**config.mk**
```make
export PLATFORM = sky130hd
export DESIGN_NAME = health_tracker
export DESIGN_NICKNAME = d
export VERILOG_FILES = /design/src/rtl/health_tracker.sv
export SDC_FILE = /design/constraint.sdc
export NUM_CORES = 1
export LEC_CHECK = 0
export CAP_MARGIN = 10
export CORE_MARGIN = 2
export CORE_UTILIZATION = 40
export CTS_BUF_LIST = sky130_fd_sc_hd__clkbuf_2 sky130_fd_sc_hd__clkbuf_4 sky130_fd_sc_hd__clkbuf_8
export DETAILED_ROUTE_END_ITERATION = 6
export MAX_ROUTING_LAYER = met4
export PLACE_DENSITY = 0.75
export SLEW_MARGIN = 20
export SYNTH_ARGS = -nofsm -noshare
export SYNTH_HDL_FRONTEND = slang
export SYNTH_SLANG_ARGS = --single-unit
```
**constraint.sdc**
```tcl
create_clock -name clk -period 7.9 [get_ports clk]
set_input_delay 1.58 -clock clk [delete_from_list [all_inputs] [get_ports clk]]
set_output_delay 1.58 -clock clk [all_outputs]
set_load 0.005 [all_outputs]
```
**src/rtl/health_tracker.sv**
```systemverilog
// Two-player health/round controller: saturating damage, post-hit invulnerability, KO/draw detection, match end.
// Registered outputs; one-cycle latency from an accepted hit to the victim's health and round result.
module health_tracker #(
    parameter int MAX_HP        = 10,
    parameter int HP_W          = 4,
    parameter int DMG_W         = 3,
    parameter int INVULN_FRAMES = 30,
    parameter int ROUNDS_TO_WIN = 2,
    localparam int WIN_W        = $clog2(ROUNDS_TO_WIN + 1),
    localparam int IF_W         = (INVULN_FRAMES > 0) ? $clog2(INVULN_FRAMES + 1) : 1
) (
    input  logic             clk,
    input  logic             reset,
    input  logic             tick,
    input  logic             round_start,
    input  logic             hit1_lands,
    input  logic             hit2_lands,
    input  logic [DMG_W-1:0] dmg1,
    input  logic [DMG_W-1:0] dmg2,
    output logic [HP_W-1:0]  health1,
    output logic [HP_W-1:0]  health2,
    output logic             invuln1,
    output logic             invuln2,
    output logic             fighting,
    output logic             round_over,
    output logic [1:0]       winner,
    output logic [WIN_W-1:0] wins1,
    output logic [WIN_W-1:0] wins2,
    output logic             match_over
);

    localparam int CW = (HP_W > DMG_W) ? HP_W : DMG_W;
    localparam logic [HP_W-1:0]  HP_FULL   = HP_W'(MAX_HP);
    localparam logic [IF_W-1:0]  IF_LOAD   = IF_W'(INVULN_FRAMES);
    localparam logic [WIN_W-1:0] WINS_GOAL = WIN_W'(ROUNDS_TO_WIN);

    typedef enum logic [1:0] {IDLE, FIGHT, KO_HOLD, MATCH_END} state_t;

    state_t           state, state_nxt;
    logic [IF_W-1:0]  cnt1, cnt2;
    logic [HP_W-1:0]  health1_nxt, health2_nxt;
    logic [WIN_W-1:0] wins1_nxt, wins2_nxt;
    logic             hit_on_p1, hit_on_p2;
    logic             ko1, ko2, ko_any, match_win, start_round;

    function automatic logic [HP_W-1:0] sat_sub(input logic [HP_W-1:0] h,
                                                input logic [DMG_W-1:0] d);
        logic [CW-1:0] hx, dx;
        hx = CW'(h);
        dx = CW'(d);
        return (hx > dx) ? HP_W'(hx - dx) : '0;
    endfunction

    // Damage and KO are resolved on next-state health so the result lands on the same edge.
    always_comb begin
        hit_on_p1   = (state == FIGHT) && hit2_lands && (cnt1 == '0);
        hit_on_p2   = (state == FIGHT) && hit1_lands && (cnt2 == '0);
        health1_nxt = hit_on_p1 ? sat_sub(health1, dmg2) : health1;
        health2_nxt = hit_on_p2 ? sat_sub(health2, dmg1) : health2;
        ko1         = (state == FIGHT) && (health1_nxt == '0);
        ko2         = (state == FIGHT) && (health2_nxt == '0);
        ko_any      = ko1 || ko2;
        wins1_nxt   = (ko2 && !ko1 && wins1 != WINS_GOAL) ? wins1 + WIN_W'(1) : wins1;
        wins2_nxt   = (ko1 && !ko2 && wins2 != WINS_GOAL) ? wins2 + WIN_W'(1) : wins2;
        match_win   = ko_any && ((wins1_nxt == WINS_GOAL) || (wins2_nxt == WINS_GOAL));
        start_round = round_start && ((state == IDLE) || (state == KO_HOLD));
    end

    always_ff @(posedge clk) begin
        if (reset) begin
            state <= IDLE;
        end else begin
            state <= state_nxt;
        end
    end

    always_comb begin
        state_nxt = state;
        case (state)
            IDLE:      if (start_round) state_nxt = FIGHT;
            FIGHT:     if (ko_any) state_nxt = match_win ? MATCH_END : KO_HOLD;
            KO_HOLD:   if (start_round) state_nxt = FIGHT;
            MATCH_END: state_nxt = MATCH_END;
            default:   state_nxt = IDLE;
        endcase
    end

    always_comb begin
        fighting   = (state == FIGHT);
        round_over = (state == KO_HOLD);
        match_over = (state == MATCH_END);
        invuln1    = (cnt1 != '0);
        invuln2    = (cnt2 != '0);
    end

    always_ff @(posedge clk) begin
        if (reset) begin
            health1 <= HP_FULL;
            health2 <= HP_FULL;
            cnt1    <= '0;
            cnt2    <= '0;
            winner  <= 2'b00;
            wins1   <= '0;
            wins2   <= '0;
        end else if (start_round) begin
            health1 <= HP_FULL;
            health2 <= HP_FULL;
            cnt1    <= '0;
            cnt2    <= '0;
            winner  <= 2'b00;
        end else begin
            health1 <= health1_nxt;
            health2 <= health2_nxt;
            if (hit_on_p1)                 cnt1 <= IF_LOAD;
            else if (tick && cnt1 != '0)   cnt1 <= cnt1 - IF_W'(1);
            if (hit_on_p2)                 cnt2 <= IF_LOAD;
            else if (tick && cnt2 != '0)   cnt2 <= cnt2 - IF_W'(1);
            // Bit 1 flags P1 down, bit 0 flags P2 down, so both down reads as a draw.
            if (ko_any) winner <= {ko1, ko2};
            wins1 <= wins1_nxt;
            wins2 <= wins2_nxt;
        end
    end

endmodule

```
Word-level counts from Yosys, hierarchy flattened
Cells that the tools add are included.
W data, S select, Z words.
- bits in registers: 26
- input port bits: 12
- output and inout bits: 19
- logic and storage cells: 74
- add/subtract/negate cells: 6
- $lt $le $gt $ge: 2
- equality and inequality tests: 9
- mux-type cells: 14
- reductions and logical operators: 33
- operators with widths (operator ; count):
    $mux W5 ; 4
    $mux W4 ; 4
    $logic_and A1 B1 Y1 ; 14
    $logic_not A5 Y1 ; 2
    $reduce_bool A5 Y1 ; 2
    $sub A5 B1 Y5 const B ; 2
    $eq A2 B2 Y1 const B ; 4
    $gt A4 B3 Y1 ; 2
    $logic_not A4 Y1 ; 2
    $mux W2 ; 4
    $sub A4 B3 Y4 ; 2
    $pmux W2 S3 ; 1
    $reduce_or A3 Y1 ; 2
    $add A2 B1 Y2 const B ; 2
    $ne A2 B1 Y1 const B ; 2
    $ne A2 B2 Y1 const B ; 2
    $reduce_bool A2 Y1 ; 2
    $reduce_or A2 Y1 ; 2
    $logic_or A1 B1 Y1 ; 3
    $eq A2 B1 Y1 const B ; 1
    $logic_not A1 Y1 ; 2
    $logic_not A2 Y1 ; 1
    $reduce_and A2 Y1 ; 1
    $mux W1 ; 1

Longest topological paths before layout
Gate-level depths: netlist of run 1.
- depth after elaboration: 16
- depth in mapped cells: 11
- depth with buffers taken out: 11

Worst setup path after synthesis of run 1
No wires, ideal clock.
- kind: in2reg
- from: input port dmg2[0]
- to: register wins2[0]
- library setup time: 0.123 ns
- arrival: 3.797 ns
- setup slack: 3.980 ns
- stages: 9
- buffers on the path: 0
- cell sequence: ha_1 > inv_1 > fa_1 > nor4bb_1 > a211oi_1 > a311oi_1 > nand3_2 > nor4_2 > mux2_1
- cells in the longest elaborated chain, start to end: 8
- elaborated cells on any way between the ends: 9
- classes of those cells: add/sub (1); order compare (1); mux (3); reduce/logical (4)
- RTL lines (what ; RTL line ; RTL):
    from (decl) ; 19 ; input logic [DMG_W-1:0] dmg2,
    $sub A4 B3 Y4 / $gt A4 B3 Y1 (equally long branches) ; 51 ; return (hx > dx) ? HP_W'(hx - dx) : '0;
    $mux W4 (*) ; 51 ;
    $mux W4 (*) ; 58 ; health1_nxt = hit_on_p1 ? sat_sub(health1, dmg2) : health1;
    $logic_not A4 Y1 (*) ; 60 ; ko1 = (state == FIGHT) && (health1_nxt == '0);
    $logic_and A1 B1 Y1 (*) ; 60 ;
    $logic_and A1 B1 Y1 (*) (2 in a row) ; 64 ; wins2_nxt = (ko1 && !ko2 && wins2 != WINS_GOAL) ? wins2 + WIN_W'(1) : wins2;
    $mux W2 (*) ; 64 ;
    to (signal assigned) ; 121 ; wins2 <= wins2_nxt;
    to (decl) ; 28 ; output logic [WIN_W-1:0] wins2,
Every way passes the cells marked *; elsewhere a longest branch is shown, timed or not.
A chain may end at the register's enable or synchronous reset.

Final worst setup path of run 1
Ends and elaborated chain as after synthesis.

==> results.json, run 1 <==
{
  "drive_gt1_frac": 0.07111,
  "fp.dieW_um": 68.84,
  "slew_headroom": 0.6703,
  "dr.first_iter.drc_count": 31,
  "initial_core_util": 0.4174,
  "synth_seq_cells": 26,
  "htreeDepth": 1,
  "syn2layout_area_growth_pct": 22.69,
  "hpwl_mm": 2.621,
  "critPathSlowestCell": "clkdlybuf4s50_1",
  "die_area_sq_um": 4739,
  "timing_hold_violations_final": 0,
  "path_cells": "clkdlybuf4s50_1 -> ha_1 -> inv_1 -> fa_1 -> nor4bb_1 -> a211oi_1 -> a311oi_1 -> nand3_2 -> nor4_2 -> mux2_1",
  "critPathKind": "input port to flip-flop",
  "netlist_area_sq_um": 1682,
  "synth_top_family_by_area": "simple AND/OR/NAND/NOR gates",
  "gp_congestion": 0.8572,
  "grt_max_degree": 18,
  "synth_compound_area_frac": 0.1920,
  "syn_avg_cell_area_sq_um": 8.536,
  "n_fill_cell": 402,
  "final_common_cell": "clkdlybuf4s50_1",
  "grt_pass1_vias": 1336,
  "antenna_found_initial": 0,
  "power.density_nw_per_um2": 215.9,
  "multi_input_area_sq_um": 1049,
  "r2r-end": "wins2[0]",
  "status": "completed",
  "endpoint": "wins2[0]",
  "synthMuxAreaShare": 0.03125,
  "clock_sinks": 26,
  "hp-class": "flip-flop to flip-flop",
  "slew_viol_final": 0,
  "cap_violations": 0,
  "antenna_left": 0,
  "gr-total-overflow": 0,
  "p_total_mw": 0.4455,
  "wl_per_cell_um": 12.41,
  "peakVddDrop_mv": 0.08415,
  "clockBufferDepth": 2,
  "whs_ns": 0.5155,
  "period_share": 0.5504,
  "wl_mm": 3.413,
  "worst_pin_slew_ns": 0.4932,
  "synthSimpleGateAreaFrac": 0.2612,
  "cts_hold_buf": 0,
  "period_needed_ns": 4.348,
  "rr_startpoint": "health1[0]",
  "vias": 1479,
  "port_buffers": 30,
  "critical_path.endpoint_type": "flip-flop",
  "globalRouteTotalUtil": 0.1591,
  "first_pass_iters": 6,
  "drc": 0,
  "final_cell_mix": "30 x clkdlybuf4s50_1, 26 x dfxtp_1, 23 x inv_1",
  "rrSetupSlack_ns": 4.92,
  "cts_resized": 0,
  "synth_ff_type": "dfxtp_1",
  "synth_edf_count": 0,
  "leakagePower_nw": 0.8124,
  "slowest_delay_ns": 0.46,
  "io_pins": 31,
  "postSynth.asyncResetShare": 0,
  "setup_viol": 0,
  "clockRootBuffer": "clkbuf_8",
  "post_cts_buffers": 0,
  "r2r_cells": 10,
  "insertion_delay_ns": 0.26,
  "ys_types": 52,
  "register_area_sq_um": 520.5,
  "cp.required_ns": 8.06,
  "ys_seq_area_frac": 0.3095,
  "clk_pin_slew_ns": 0.08,
  "synth-adder-area-share": 0.1131,
  "rsz0062_at_grt": "false",
  "fp-row-count": 23,
  "cp-startpoint": "dmg2[0]",
  "numCtsBuffers": 3,
  "syn_nets": 223,
  "setup.worst_path.start_class": "input port",
  "cp_max_fo": 10,
  "final_nets": 253,
  "vias_per_cell": 5.378,
  "clock_skew_ns": 0.005950,
  "synth_xor_area_frac": 0.02604,
  "core_sq_um": 4029,
  "antenna_cells": 0,
  "fmax_ghz": 0.2300,
  "grt_pass1_wl_mm": 5.692,
  "worstPathArrival_ns": 4.50,
  "dieHeight_um": 68.84,
  "tns_ns": 0,
  "cts_tree": "done",
  "yosysWarnings": 0,
  "postSynthCellCount": 197
}
[cell families (layout without fill, tap and decap cells)]
| group | count (synthesis) | in the layout |
|---|---|---|
| AOI/OAI and AO/OA | 49 | 49 |
| xor gates and xnor gates | 5 | 5 |
| adders and majority gates | 14 | 14 |
| buffers and inverters | 29 | 57 |
| DFF | 26 | 26 |
| muxes | 5 | 5 |
| and+or+nand+nor | 69 | 69 |
[area by class of cell]
| class | count | area share |
|---|---|---|
| multi-input combinational | 142 | 0.5082 |
| inverter | 24 | 0.04366 |
| timing repair buffer | 30 | 0.1455 |
| sequential | 26 | 0.2523 |
| clock buffer | 3 | 0.02001 |
| tap | 50 | 0.03032 |
[flip-flops by register name, indices dropped and copies added (netlist names)]
name and count:
cnt1 5, cnt2 5, health1 4, health2 4, state 2, winner 2
wins1 2, wins2 2
[Yosys cell counts, drive strengths merged, types with 2 or more instances]
cell,count,area share
xnor2,4,0.021
or2,4,0.015
dfxtp,26,0.31
a311oi,5,0.026
fa,2,0.024
o211ai,2,0.0089
nor4b,2,0.023
nor3,7,0.021
nor2,19,0.052
mux2i,3,0.018
inv,24,0.054
and4,2,0.010
and3,2,0.0074
nor4,3,0.015
a311o,2,0.012
nor2b,5,0.019
nand4,2,0.0074
a31oi,6,0.022
clkbuf,4,0.0089
a21oi,17,0.051
a211oi,3,0.013
nand2b,2,0.012
o21ai,4,0.012
o21a,3,0.013
nand2,7,0.016
ha,12,0.089
nand3,5,0.018
mux2,2,0.013
[per-layer routing]
metal  global-route usage  wire (um)
met1               0.2131       1687
met2               0.2500       1567
met3              0.02435        143
met4              0.04412         15
met5                    -          0
[critical path: cells and delay by family]
kind / cells / cell delay, ns
buffers and inverters: 2 / 0.51
multiplexers: 1 / 0.35
AND/OR/NAND/NOR: 3 / 0.97
adder cells (fa/ha/maj): 2 / 0.60
AO/OA/AOI/OAI: 2 / 0.50
[worst min-delay path by stage]
stage                     slack [ns]  cells past startpoint  startpoint         to
final                           0.52                      2   winner[1]  winner[1]
after global routing            0.57                      2   winner[1]  winner[1]
after CTS                       0.51                      2   winner[1]  winner[1]
after detailed placement        0.49                      2   winner[1]  winner[1]
after global placement          0.49                      2   winner[1]  winner[1]
after floorplan                 0.47                      2   winner[1]  winner[1]
[report_power, final]
| group | leakage [nW] | switching, mW | internal, mW | total (mW) |
|---|---|---|---|---|
| logic | 0.579 | 0.100 | 0.102 | 0.202 |
| registers | 0.211 | 0.0219 | 0.151 | 0.173 |
| clock network | 0.0216 | 0.0371 | 0.0340 | 0.0712 |
[through the flow]
step	cell area, sq um	utilization	worst slack (ns)	instances
final	2063	0.5121	3.552	275
after global routing	2063	0.5121	3.325	275
after CTS	2063	0.5121	3.570	275
after detailed placement	2022	0.5019	3.293	272
after global placement	2022	0.5019	3.343	272
after floorplan	1682	-	3.980	197
Power figures use the tool's default switching activity.
==> run 2: changes to the inputs <==
Settings changed: PLACE_DENSITY 0.75 to 0.77.
Clock period 7.9 ns to 4 ns, I/O delays scaled along.
==> run 2 against run 1 <==
Non-clock buffer count is 1 higher. Critical path depth stayed put. Utilization increased by 0.19 points. Critical endpoint unchanged. Register-to-register slack lost 3.7 ns. Power rose by 97%.
==> results.json, run 2 (synthesized netlist as in run 1, its figures left out) <==
{
  "path_buf_inv": 2,
  "period_share": 0.8519,
  "path_cells": "clkdlybuf4s50_1 -> ha_1 -> inv_1 -> fa_1 -> nor4bb_1 -> a211oi_1 -> a311oi_1 -> nand3_2 -> nor4_2 -> mux2_1",
  "wl_per_cell_um": 12.16,
  "io_pins": 31,
  "netSwitchingPower_mw": 0.3136,
  "r2r_cells": 10,
  "grt_pass1_wl_mm": 5.747,
  "p_total_mw": 0.8785,
  "globalRouteTotalUtil": 0.1611,
  "initial_core_util": 0.4174,
  "hpwl_mm": 2.581,
  "seqPwrFrac": 0.388,
  "slowest_delay_ns": 0.46,
  "switching_share": 0.3570,
  "dr.first_iter.drc_count": 83,
  "leakagePower_nw": 0.8165,
  "rsz0062_at_grt": "false",
  "worst_pin_slew_ns": 0.5031,
  "vias": 1465,
  "critPathSlowestCell": "clkdlybuf4s50_1",
  "cap_violations": 0,
  "placed_area_sq_um": 2029,
  "gp_congestion": 0.7911,
  "cts_resized": 0,
  "largest_registers": "cnt1 (5), cnt2 (5)",
  "clockRootBuffer": "clkbuf_8",
  "cts_hold_buf": 0,
  "cp_max_fo": 5,
  "first_pass_iters": 4,
  "clk_pin_slew_ns": 0.08,
  "final_core_util": 0.5140,
  "drc": 0,
  "clock_skew_ns": 0.002802,
  "status": "completed",
  "vias_per_cell": 5.308,
  "setup_viol": 0,
  "combPwrFrac": 0.448,
  "cp.required_ns": 4.16,
  "slew_headroom": 0.6637,
  "clockBufferDepth": 2,
  "power.density_nw_per_um2": 424.2,
  "antenna_found_initial": 0,
  "insertion_delay_ns": 0.26,
  "setup.worst_path.start_class": "input port",
  "die_area_sq_um": 4739,
  "final_common_cell": "clkdlybuf4s50_1",
  "antenna_cells": 0,
  "r2r-end": "wins2[0]",
  "critical_path.endpoint_type": "flip-flop",
  "fp-row-count": 23,
  "slew_viol_final": 0,
  "htreeDepth": 1,
  "dieHeight_um": 68.84,
  "post_cts_buffers": 0,
  "holdPathEnd": "winner[1]",
  "peakVddDrop_mv": 0.2066,
  "rr_startpoint": "health1[0]",
  "numCtsBuffers": 3,
  "wl_mm": 3.357,
  "gr-total-overflow": 0,
  "syn2layout_area_growth_pct": 23.14,
  "clock_sinks": 26,
  "antenna_left": 0,
  "p_int_mw": 0.5649,
  "final_area_sq_um": 2071,
  "clockPowerShare": 0.164,
  "final_nets": 254,
  "cp_top_family": "simple AND/OR/NAND/NOR gates",
  "hold_path.startpoint": "winner[1]",
  "fmax_ghz": 0.2935,
  "grt_pass1_vias": 1346,
  "n_fill_cell": 394,
  "core_sq_um": 4029,
  "fp.dieW_um": 68.84,
  "rrSetupSlack_ns": 1.18,
  "port_buffers": 30,
  "hp-class": "flip-flop to flip-flop",
  "min_path_cells": 2,
  "tns_ns": 0,
  "grt_max_degree": 18,
  "worstPathArrival_ns": 3.57,
  "final_cell_mix": "30 x clkdlybuf4s50_1, 26 x dfxtp_1, 23 x inv_1",
  "drive_gt1_frac": 0.07522,
  "critPathKind": "input port to flip-flop",
  "period_needed_ns": 3.408,
  "cts_tree": "done",
  "timing_hold_violations_final": 0
}
==> run 2: changes by cell type in the layout (fill, tap and decap cells not counted), sizes merged <==
cell | previous run | this run
buf | 0 | 1
==> run 2: per-stage QoR <==
stage	std cells	hold slack, ns	worst slack [ns]
finish	276	0.5046	0.5923
global route	276	0.5337	0.3779
CTS	276	0.5060	0.5769
detailed placement	273	0.4886	0.2832
global placement	273	0.4836	0.3680
floorplan	197	0.4704	0.8600
==> run 2: area by class of cell <==
| type | instances | area, sq um | area share |
|---|---|---|---|
| repair buffers | 31 | 307.8 | 0.1486 |
| multi-input cells | 142 | 1049 | 0.5063 |
| inverters | 24 | 90.09 | 0.04350 |
| clock buffers | 3 | 41.29 | 0.01994 |
| flip-flops and latches | 26 | 520.5 | 0.2514 |
| well taps | 50 | 62.56 | 0.03021 |
==> run 2: worst reg2reg max path: stages (launching register included) <==
cell and delay [ns]:
dfxtp_1 0.35, inv_1 0.06, ha_1 0.17, inv_1 0.06, fa_1 0.44, nor4bb_1 0.30, a211oi_1 0.10, a311oi_1 0.38
nand3_2 0.14, nor4_2 0.35, mux2_1 0.35
==> run 2: worst max path at each step <==
stage,end,depth (start not counted),start
4_1_cts,wins2[0],10,dmg2[0]
2_1_floorplan,wins2[0],9,dmg2[0]
5_1_grt,wins2[1],10,dmg2[0]
3_3_place_gp,wins2[0],11,dmg1[0]
3_5_place_dp,wins2[0],10,dmg2[0]
6_report,wins2[0],10,dmg2[0]
==> run 2: layer usage <==
metal	wire length [um]	GRT usage	vias to the layer above
met5	0	-	-
met1	1700	0.2117	670
met3	101	0.03409	2
li1	-	-	767
met4	8	0.03431	0
met2	1546	0.2560	26
==> run 2: power by group through the flow <==
stage | logic (mW) | registers, mW | clock network (mW)
global route | 0.457 | 0.347 | 0.159
CTS | 0.397 | 0.341 | 0.151
global placement | 0.388 | 0.345 | 0
floorplan | 0.285 | 0.339 | 0
detailed placement | 0.395 | 0.346 | 0
finish | 0.394 | 0.341 | 0.144
==> run 3: changes to the inputs <==
Settings changed: CTS_BUF_LIST sky130_fd_sc_hd__clkbuf_2 sky130_fd_sc_hd__clkbuf_4 sky130_fd_sc_hd__clkbuf_8 to default, GPL_TIMING_DRIVEN from default to 0, PLACE_DENSITY 0.77 to default, PLACE_DENSITY_LB_ADDON from default to 0.25.
==> run 3 against run 2 <==
Critical path depth did not move. Sequential share of layout area shrank 0.42 points. Wire length increased by 3.5%. Non-clock buffer count increased by 3.
==> results.json, run 3 (synthesized netlist as in run 1, its figures left out) <==
{
  "period_needed_ns": 3.660,
  "critPathKind": "input port to flip-flop",
  "clk_pin_slew_ns": 0.09,
  "largest_registers": "cnt1 (5), cnt2 (5)",
  "clockBufferDepth": 2,
  "status": "completed",
  "final_common_cell": "clkdlybuf4s50_1",
  "clock_sinks": 26,
  "peakVddDrop_mv": 0.1923,
  "core_sq_um": 4029,
  "slew_viol_final": 0,
  "period_share": 0.9150,
  "worstPathArrival_ns": 3.82,
  "power.density_nw_per_um2": 455.9,
  "grt_pass1_vias": 1311,
  "critical_path.endpoint_type": "flip-flop",
  "cp_max_fo": 10,
  "slew_headroom": 0.6759,
  "dr.first_iter.drc_count": 51,
  "final_cells": 280,
  "gr-total-overflow": 0,
  "final_cell_mix": "29 x clkdlybuf4s50_1, 26 x dfxtp_1, 23 x inv_1",
  "clock_skew_ns": 0.002375,
  "die_area_sq_um": 4739,
  "antenna_left": 0,
  "insertion_delay_ns": 0.27,
  "fmax_ghz": 0.2732,
  "cp.required_ns": 4.16,
  "grt_max_degree": 16,
  "tns_ns": 0,
  "cts_resized": 0,
  "syn2layout_area_growth_pct": 25.22,
  "vias": 1463,
  "initial_core_util": 0.4174,
  "timing_hold_violations_final": 0,
  "vias_per_cell": 5.225,
  "clockRootBuffer": "clkbuf_8",
  "fp.dieW_um": 68.84,
  "dieHeight_um": 68.84,
  "wl_mm": 3.474,
  "cts_tree": "done",
  "antenna_found_initial": 0,
  "first_pass_iters": 4,
  "rsz0062_at_grt": "false",
  "globalRouteTotalUtil": 0.1642,
  "io_pins": 31,
  "port_buffers": 29,
  "htreeDepth": 1,
  "post_cts_buffers": 0,
  "gp_congestion": 0.7376,
  "hp-class": "flip-flop to flip-flop",
  "grt_pass1_wl_mm": 5.782,
  "wl_per_cell_um": 12.41,
  "hpwl_mm": 2.725,
  "cap_violations": 0,
  "antenna_cells": 0,
  "numCtsBuffers": 3,
  "drc": 0,
  "worst_pin_slew_ns": 0.4861,
  "final_nets": 257,
  "drive_gt1_frac": 0.07826,
  "leakagePower_nw": 0.8326,
  "placed_cells": 276,
  "setup_viol": 0,
  "setup.worst_path.start_class": "input port",
  "fp-row-count": 23,
  "cts_hold_buf": 0
}
## run 3: cell types whose count changed in the layout (fill, tap and decap cells not counted), sizes merged
cell | before | now
clkdlybuf4s50 | 30 | 29
bufinv | 0 | 1
clkbuf | 3 | 7
## run 3: critical path: stages
cell and delay (ns):
clkdlybuf4s50_1 0.46, ha_1 0.17, inv_1 0.05, fa_1 0.44, nor4bb_1 0.31, a211oi_1 0.10, a311oi_1 0.43, nand3_2 0.28
nor4_2 0.43, mux2_1 0.36
## run 3: routing by layer
| metal | track usage | part of all wire |
|---|---|---|
| met4 | 0.03922 | 0.0055 |
| met5 | - | 0 |
| met3 | 0.01948 | 0.024 |
| met1 | 0.2238 | 0.51 |
| met2 | 0.2608 | 0.46 |
## run 3: path summary, 6_finish.rpt
kind	start	end	slack, ns	cells past startpoint
max	dmg2[0]	wins2[0]	0.34	10
min	winner[0]	winner[0]	0.51	2
max reg2reg	health1[0]	wins2[0]	0.94	10
min reg2reg	winner[0]	winner[0]	0.51	2
## run 3: area by class of cell
class | instances | area (sq um)
tap | 50 | 62.56
fill | 414 | 1923
timing repair buffer | 29 | 290.3
inverter | 24 | 90.09
clock inverter | 1 | 30.03
multi-input combinational | 142 | 1049
clock buffer | 3 | 41.29
buffer | 5 | 22.52
sequential | 26 | 520.5
## run 3: stage by stage
step | hold slack [ns] | setup slack [ns] | total power [mW] | cell area [sq um] | utilization
final | 0.5092 | 0.3399 | 0.9601 | 2106 | 0.5227
after global routing | 0.5358 | 0.1367 | 1.041 | 2106 | 0.5227
after CTS | 0.5035 | 0.3180 | 0.9699 | 2106 | 0.5227
after detailed placement | 0.4793 | 0.03844 | 0.7502 | 2034 | 0.5050
after global placement | 0.4862 | 0.07436 | 0.7410 | 2034 | 0.5050
after floorplan | 0.4704 | 0.8600 | 0.6238 | 1682 | -
## run 3: where the power goes
group,switching [mW],internal (mW),total (mW)
sequential,0.0445,0.297,0.342
clock,0.0842,0.134,0.218
combinational,0.197,0.203,0.400
total,0.326,0.634,0.960
